`src/rtl/uart_rx_ctrl_fsm_pkg.sv`:
```
// UART receive frame sequencer: shared states, widths and stage-enable decode.
// Used by the frame FSM and its edge/bit counter.
package uart_rx_ctrl_fsm_pkg;

  localparam int BIT_CNT_W    = 4;
  localparam int PRESCALE_MIN = 4;
  localparam int PRESCALE_RST = 8;

  typedef enum logic [2:0] {
    IDLE   = 3'd0,
    START  = 3'd1,
    DATA   = 3'd2,
    PARITY = 3'd3,
    STOP   = 3'd4,
    DONE   = 3'd5
  } state_e;

  typedef struct packed {
    logic sample;
    logic start;
    logic deser;
    logic par;
    logic stop;
  } en_t;

  function automatic en_t stage_en(state_e s);
    en_t e;
    e        = '0;
    e.sample = s inside {START, DATA, PARITY, STOP};
    e.start  = (s == START);
    e.deser  = (s == DATA);
    e.par    = (s == PARITY);
    e.stop   = (s == STOP);
    return e;
  endfunction

endpackage

```
`src/rtl/uart_rx_ctrl_fsm_edge_bit_cnt.sv`:
```
// Oversampling edge counter and bit index counter.
// Clear wins over preload, preload wins over counting.
module uart_rx_edge_bit_cnt
  import uart_rx_ctrl_fsm_pkg::*;
#(
  parameter int PRESCALE_W = 6
) (
  input  logic                  CLK,
  input  logic                  RSTn,
  input  logic                  clr,
  input  logic                  load1,
  input  logic                  run,
  input  logic [PRESCALE_W-1:0] ps_m1,
  output logic [PRESCALE_W-1:0] Edge_Cnt,
  output logic [BIT_CNT_W-1:0]  Bit_Cnt,
  output logic                  eob
);

  assign eob = (Edge_Cnt == ps_m1);

  always_ff @(posedge CLK) begin
    if (!RSTn || clr) begin
      Edge_Cnt <= '0;
      Bit_Cnt  <= '0;
    end else if (load1) begin
      Edge_Cnt <= PRESCALE_W'(1);
      Bit_Cnt  <= '0;
    end else if (run) begin
      if (eob) begin
        Edge_Cnt <= '0;
        Bit_Cnt  <= Bit_Cnt + 1'b1;
      end else begin
        Edge_Cnt <= Edge_Cnt + 1'b1;
      end
    end
  end

endmodule

```
`src/rtl/uart_rx_ctrl_fsm.sv`:
```
// UART receive frame sequencer: start detect, per-bit checker enables,
// error-driven abort and one-cycle frame result pulses.
module uart_rx_ctrl_fsm
  import uart_rx_ctrl_fsm_pkg::*;
#(
  parameter int PRESCALE_W = 6,
  parameter int DATA_W     = 8
) (
  input  logic                  CLK,
  input  logic                  RSTn,
  input  logic                  RX_IN,
  input  logic [PRESCALE_W-1:0] Prescale,
  input  logic                  PAR_EN,
  input  logic                  Start_error,
  input  logic                  Parity_error,
  input  logic                  Stop_error,
  output logic [PRESCALE_W-1:0] Edge_Cnt,
  output logic [BIT_CNT_W-1:0]  Bit_Cnt,
  output logic                  Sample_En,
  output logic                  Start_En,
  output logic                  Deser_En,
  output logic                  Par_Chk_En,
  output logic                  Stop_En,
  output logic                  Data_Valid,
  output logic                  Par_Err,
  output logic                  Frame_Err
);

  state_e                state;
  state_e                nxt;
  en_t                   en_q;
  logic [PRESCALE_W-1:0] ps_q;
  logic                  pe_q;
  logic                  clr;
  logic                  load1;
  logic                  run;
  logic                  eob;
  logic                  take_cfg;
  logic                  dv_n;
  logic                  pe_n;
  logic                  fe_n;
  logic                  last_data;

  localparam logic [PRESCALE_W-1:0] PS_MIN = PRESCALE_W'(PRESCALE_MIN);

  assign last_data = (Bit_Cnt == BIT_CNT_W'(DATA_W));

  uart_rx_edge_bit_cnt #(
    .PRESCALE_W(PRESCALE_W)
  ) u_cnt (
    .CLK     (CLK),
    .RSTn    (RSTn),
    .clr     (clr),
    .load1   (load1),
    .run     (run),
    .ps_m1   (ps_q - 1'b1),
    .Edge_Cnt(Edge_Cnt),
    .Bit_Cnt (Bit_Cnt),
    .eob     (eob)
  );

  always_comb begin
    nxt      = state;
    clr      = 1'b0;
    load1    = 1'b0;
    run      = 1'b0;
    take_cfg = 1'b0;
    dv_n     = 1'b0;
    pe_n     = 1'b0;
    fe_n     = 1'b0;
    unique case (state)
      IDLE: begin
        if (!RX_IN) begin
          nxt      = START;
          clr      = 1'b1;
          take_cfg = 1'b1;
        end
      end
      START: begin
        run = 1'b1;
        if (eob) begin
          if (Start_error) begin
            nxt = IDLE;
            clr = 1'b1;
          end else begin
            nxt = DATA;
          end
        end
      end
      DATA: begin
        run = 1'b1;
        if (eob && last_data)
          nxt = pe_q ? PARITY : STOP;
      end
      PARITY: begin
        run = 1'b1;
        if (eob) begin
          if (Parity_error) begin
            nxt  = IDLE;
            clr  = 1'b1;
            pe_n = 1'b1;
          end else begin
            nxt = STOP;
          end
        end
      end
      STOP: begin
        run = 1'b1;
        if (eob) begin
          clr = 1'b1;
          if (Stop_error) begin
            nxt  = IDLE;
            fe_n = 1'b1;
          end else begin
            nxt  = DONE;
            dv_n = 1'b1;
          end
        end
      end
      DONE: begin
        // Preload 1 so a start edge seen here keeps bit timing aligned.
        if (!RX_IN) begin
          nxt      = START;
          load1    = 1'b1;
          take_cfg = 1'b1;
        end else begin
          nxt = IDLE;
          clr = 1'b1;
        end
      end
      default: begin
        nxt = IDLE;
        clr = 1'b1;
      end
    endcase
  end

  always_ff @(posedge CLK) begin
    if (!RSTn) begin
      state      <= IDLE;
      en_q       <= '0;
      ps_q       <= PRESCALE_W'(PRESCALE_RST);
      pe_q       <= 1'b0;
      Data_Valid <= 1'b0;
      Par_Err    <= 1'b0;
      Frame_Err  <= 1'b0;
    end else begin
      state      <= nxt;
      en_q       <= stage_en(nxt);
      Data_Valid <= dv_n;
      Par_Err    <= pe_n;
      Frame_Err  <= fe_n;
      if (take_cfg) begin
        ps_q <= (Prescale < PS_MIN) ? PS_MIN : Prescale;
        pe_q <= PAR_EN;
      end
    end
  end

  assign Sample_En  = en_q.sample;
  assign Start_En   = en_q.start;
  assign Deser_En   = en_q.deser;
  assign Par_Chk_En = en_q.par;
  assign Stop_En    = en_q.stop;

endmodule

```
`config.mk`:
```
export PLATFORM = sky130hd
export DESIGN_NAME = uart_rx_ctrl_fsm
export DESIGN_NICKNAME = d
export VERILOG_FILES = /design/src/rtl/uart_rx_ctrl_fsm_pkg.sv /design/src/rtl/uart_rx_ctrl_fsm_edge_bit_cnt.sv /design/src/rtl/uart_rx_ctrl_fsm.sv
export SDC_FILE = /design/constraint.sdc
export NUM_CORES = 1
export LEC_CHECK = 0
export ABC_AREA = 0
export CAP_MARGIN = 10
export CORE_MARGIN = 2
export CORE_UTILIZATION = 55
export DETAILED_ROUTE_END_ITERATION = 16
export HOLD_SLACK_MARGIN = 0.02
export PLACE_DENSITY = 0.84
export RECOVER_POWER = 25
export SYNTH_ARGS = -nofsm -noshare
export SYNTH_HDL_FRONTEND = slang
export SYNTH_SLANG_ARGS = --single-unit
```
`constraint.sdc`:
```
create_clock -name CLK -period 4.8 [get_ports CLK]
set_clock_uncertainty 0.1 [all_clocks]
set_input_delay 0.96 -clock CLK [delete_from_list [all_inputs] [get_ports CLK]]
set_output_delay 0.96 -clock CLK [all_outputs]
set_load 0.03 [all_outputs]
```
==> run_results.csv <==
group,metric,value,unit
outcome,status,"finished clean",
route,drt-pass1-iter-count,4,
synth,synth-async-reset-ratio,0,%
placed_design,portBuffers,30,
placed_design,place_area,1840,um2
route,wire_per_inst,14.7,um
flow_run,cap_violations,0,
route,drt-total-wl,3410,um
route,vias,1359,
route,antenna_left,0,
synth,synth-seq-cells,28,
timing,slew_headroom,55.2,%
timing,fmax,371,MHz
clocking,cts_tree,"built",
power,p_seq_share,56.1,%
setup_path,startpoint_type,"register",
setup_path,critical_path_arrival,2.82,ns
layout,syn_to_final_growth,20.5,%
timing,finalHoldViolCount,0,
timing,setup_ws,2.10,ns
grt,grtUsageTotal,21.9,%
synth,syn_area_per_cell,8.92,um2
power,p_per_area,238,nW/um2
power,p_comb_share,18.0,%
clocking,post_cts_resized,0,
clocking,postCtsSetupBuffers,0,
synth,synth-edff-count,0,
floorplanning,io_pins,31,
clocking,cts_max_path_buffers,2,
synth,synth.distinct_cells,52,
layout,stdcell_count,231,
clocking,cts_buffers,3,
placed_design,place_inst,227,
setup_path,critical_path_class,"register to register",
synth,syn_nets,191,
floorplanning,die_x,57.1,um
timing,maxSlewViolCount,0,
layout,diodes,0,
grt,grt_max_degree,19,
power,switching_power,121,uW
timing,period_minus_slack,2.70,ns
floorplanning,dieArea,3260,um2
grt,grt_pass1_vias,1280,
power,p_int,323,uW
synth,synth-main-ff-cell,"dfxtp_1",
layout,final_nets,218,
route,drc,0,
timing,tightest_slew,0.667,ns
clocking,cts_sinks,28,
power,clkPwrFrac,25.8,%
placed_design,place.detailed.hpwl,2600,um
synth,syn_inst,174,
power,switching_share,27.2,%
layout,fillers,230,
floorplanning,initial_core_util,57.3,%
timing,setup_tns,0,ns
power,totalPowerFinal,444,uW
power,ir_drop,0.225,mV
hold_path,hold_class,"register to register",
clocking,clk_pin_slew,0.15,ns
clocking,clockRootBuffer,"clkbuf_4",
layout,final_layout_size_suffix_gt1_share,9.50,%
timing,setup_viol,0,
grt,antenna_found_initial,0,
floorplanning,fp.dieH,57.1,um
timing,final.period_utilization,56.2,%
timing,holdWs,0.429,ns
route,drtIter0Drc,63,
power,p_leak,0.682,nW
clocking,cts_hold_buffers,0,
route,vias_per_cell,5.88,
floorplanning,placeableCoreArea,2710,um2
clocking,clock_latency,0.33,ns
layout,mostFrequentLayoutCell,"clkdlybuf4s50_1",
layout,final_cell_mix,"clkdlybuf4s50_1 (29), dfxtp_1 (28), nand2_1 (15)",
floorplanning,rows,19,
placed_design,place_ws,2.16,ns
setup_path,crit_path_end_kind,"register",
layout,fin_util,69.0,%
clocking,htree_levels,1,
synth,ys_seq_area_share,36.1,%
setup_path,critical_path.max_fanout,14,
synth,yosysWarnings,0,
grt,grt-ovfl-total,0,
timing,rsz0062_at_grt,"false",
layout,final_area,1870,um2
placed_design,place_congestion,0.859,
synth,mappedNetlistArea,1550,um2
grt,grt_pass1_wl,5690,um
setup_path,critical_path_required,4.92,ns
-- critical path: stages, from the launching register on --
cell and delay [ns]:
dfxtp_1 0.45, inv_1 0.07, ha_1 0.25, o21ba_2 0.21, a221oi_1 0.29, a41o_1 0.46, a311oi_2 0.17, o21ai_0 0.50
nor2_1 0.10
-- synth_stat cells (2+ instances only) --
library cell	instances	area [um2]
nor3_1	5	25.0
inv_1	8	30.0
ha_1	4	50.1
clkbuf_1	4	15.0
buf_6	3	33.8
mux2i_1	6	60.1
nand2_1	15	56.3
xnor2_1	6	52.6
o21ai_0	5	25.0
nand4b_1	2	17.5
a31oi_1	3	18.8
nor2b_1	9	56.3
dfxtp_1	28	561
and2_1	4	25.0
nor2_1	14	52.6
a21oi_1	7	35.0
xor2_1	8	70.1
nor3b_2	2	25.0
nand3_1	6	30.0
nand4_1	3	18.8
-- power groups by stage --
stage | sequential, mW | combinational, mW | clock, mW
detailed placement | 0.254 | 0.0805 | 0
global placement | 0.254 | 0.0768 | 0
global route | 0.251 | 0.0872 | 0.127
CTS | 0.249 | 0.0807 | 0.118
finish | 0.249 | 0.0801 | 0.115
floorplan | 0.255 | 0.0528 | 0
-- kinds of logic (layout without fill, tap and decap cells) --
kind of cell / after synthesis / after routing / share of synthesized area (%)
xor+xnor: 14 / 14 / 7.90
buf+inv: 16 / 42 / 5.32
compound gates: 33 / 33 / 16.6
fa+ha+maj: 4 / 4 / 3.22
simple gates: 73 / 73 / 27.0
flops: 28 / 28 / 36.1
mux: 6 / 6 / 3.87
-- area by class of cell --
cell class	count	area, um2	share of cell area [%]
sequential	28	561	30.0
inverter	8	30.0	1.61
clock buffer	4	36.3	1.94
timing repair buffer	30	300	16.1
tap	31	38.8	2.07
multi-input combinational	130	905	48.4
-- state kept, by name (all words and copies together), names as in the netlist --
name and cells:
state 3, Frame_Err 1, Sample_En 1, Deser_En 1, pe_q 1, Data_Valid 1, Stop_En 1, u_cnt.Bit_Cnt 4
Start_En 1, Par_Chk_En 1, ps_q 6, Par_Err 1, u_cnt.Edge_Cnt 6
-- layer usage --
layer  up-vias  global-route usage [%]  wire length [um]  part of all wire (%)
met5         -                       0                 0                     0
met4         0                    7.31                65                   1.9
met3         8                    2.95               187                   5.5
met2        46                    40.2              1710                    50
met1       636                    26.1              1440                    42
li1        669                       -                 -                     -
-- path summary, 6_finish.rpt --
kind / start / endpoint / slack (ns) / depth (start not counted)
worst max-delay path: ps_q[0] / u_cnt.Edge_Cnt[2] / 2.10 / 8
worst min-delay path: u_cnt.Bit_Cnt[1] / u_cnt.Bit_Cnt[1] / 0.43 / 2
worst max register to register: ps_q[0] / u_cnt.Edge_Cnt[2] / 2.10 / 8
worst min register to register: u_cnt.Bit_Cnt[1] / u_cnt.Bit_Cnt[1] / 0.43 / 2
Power figures use the tool's default switching activity.
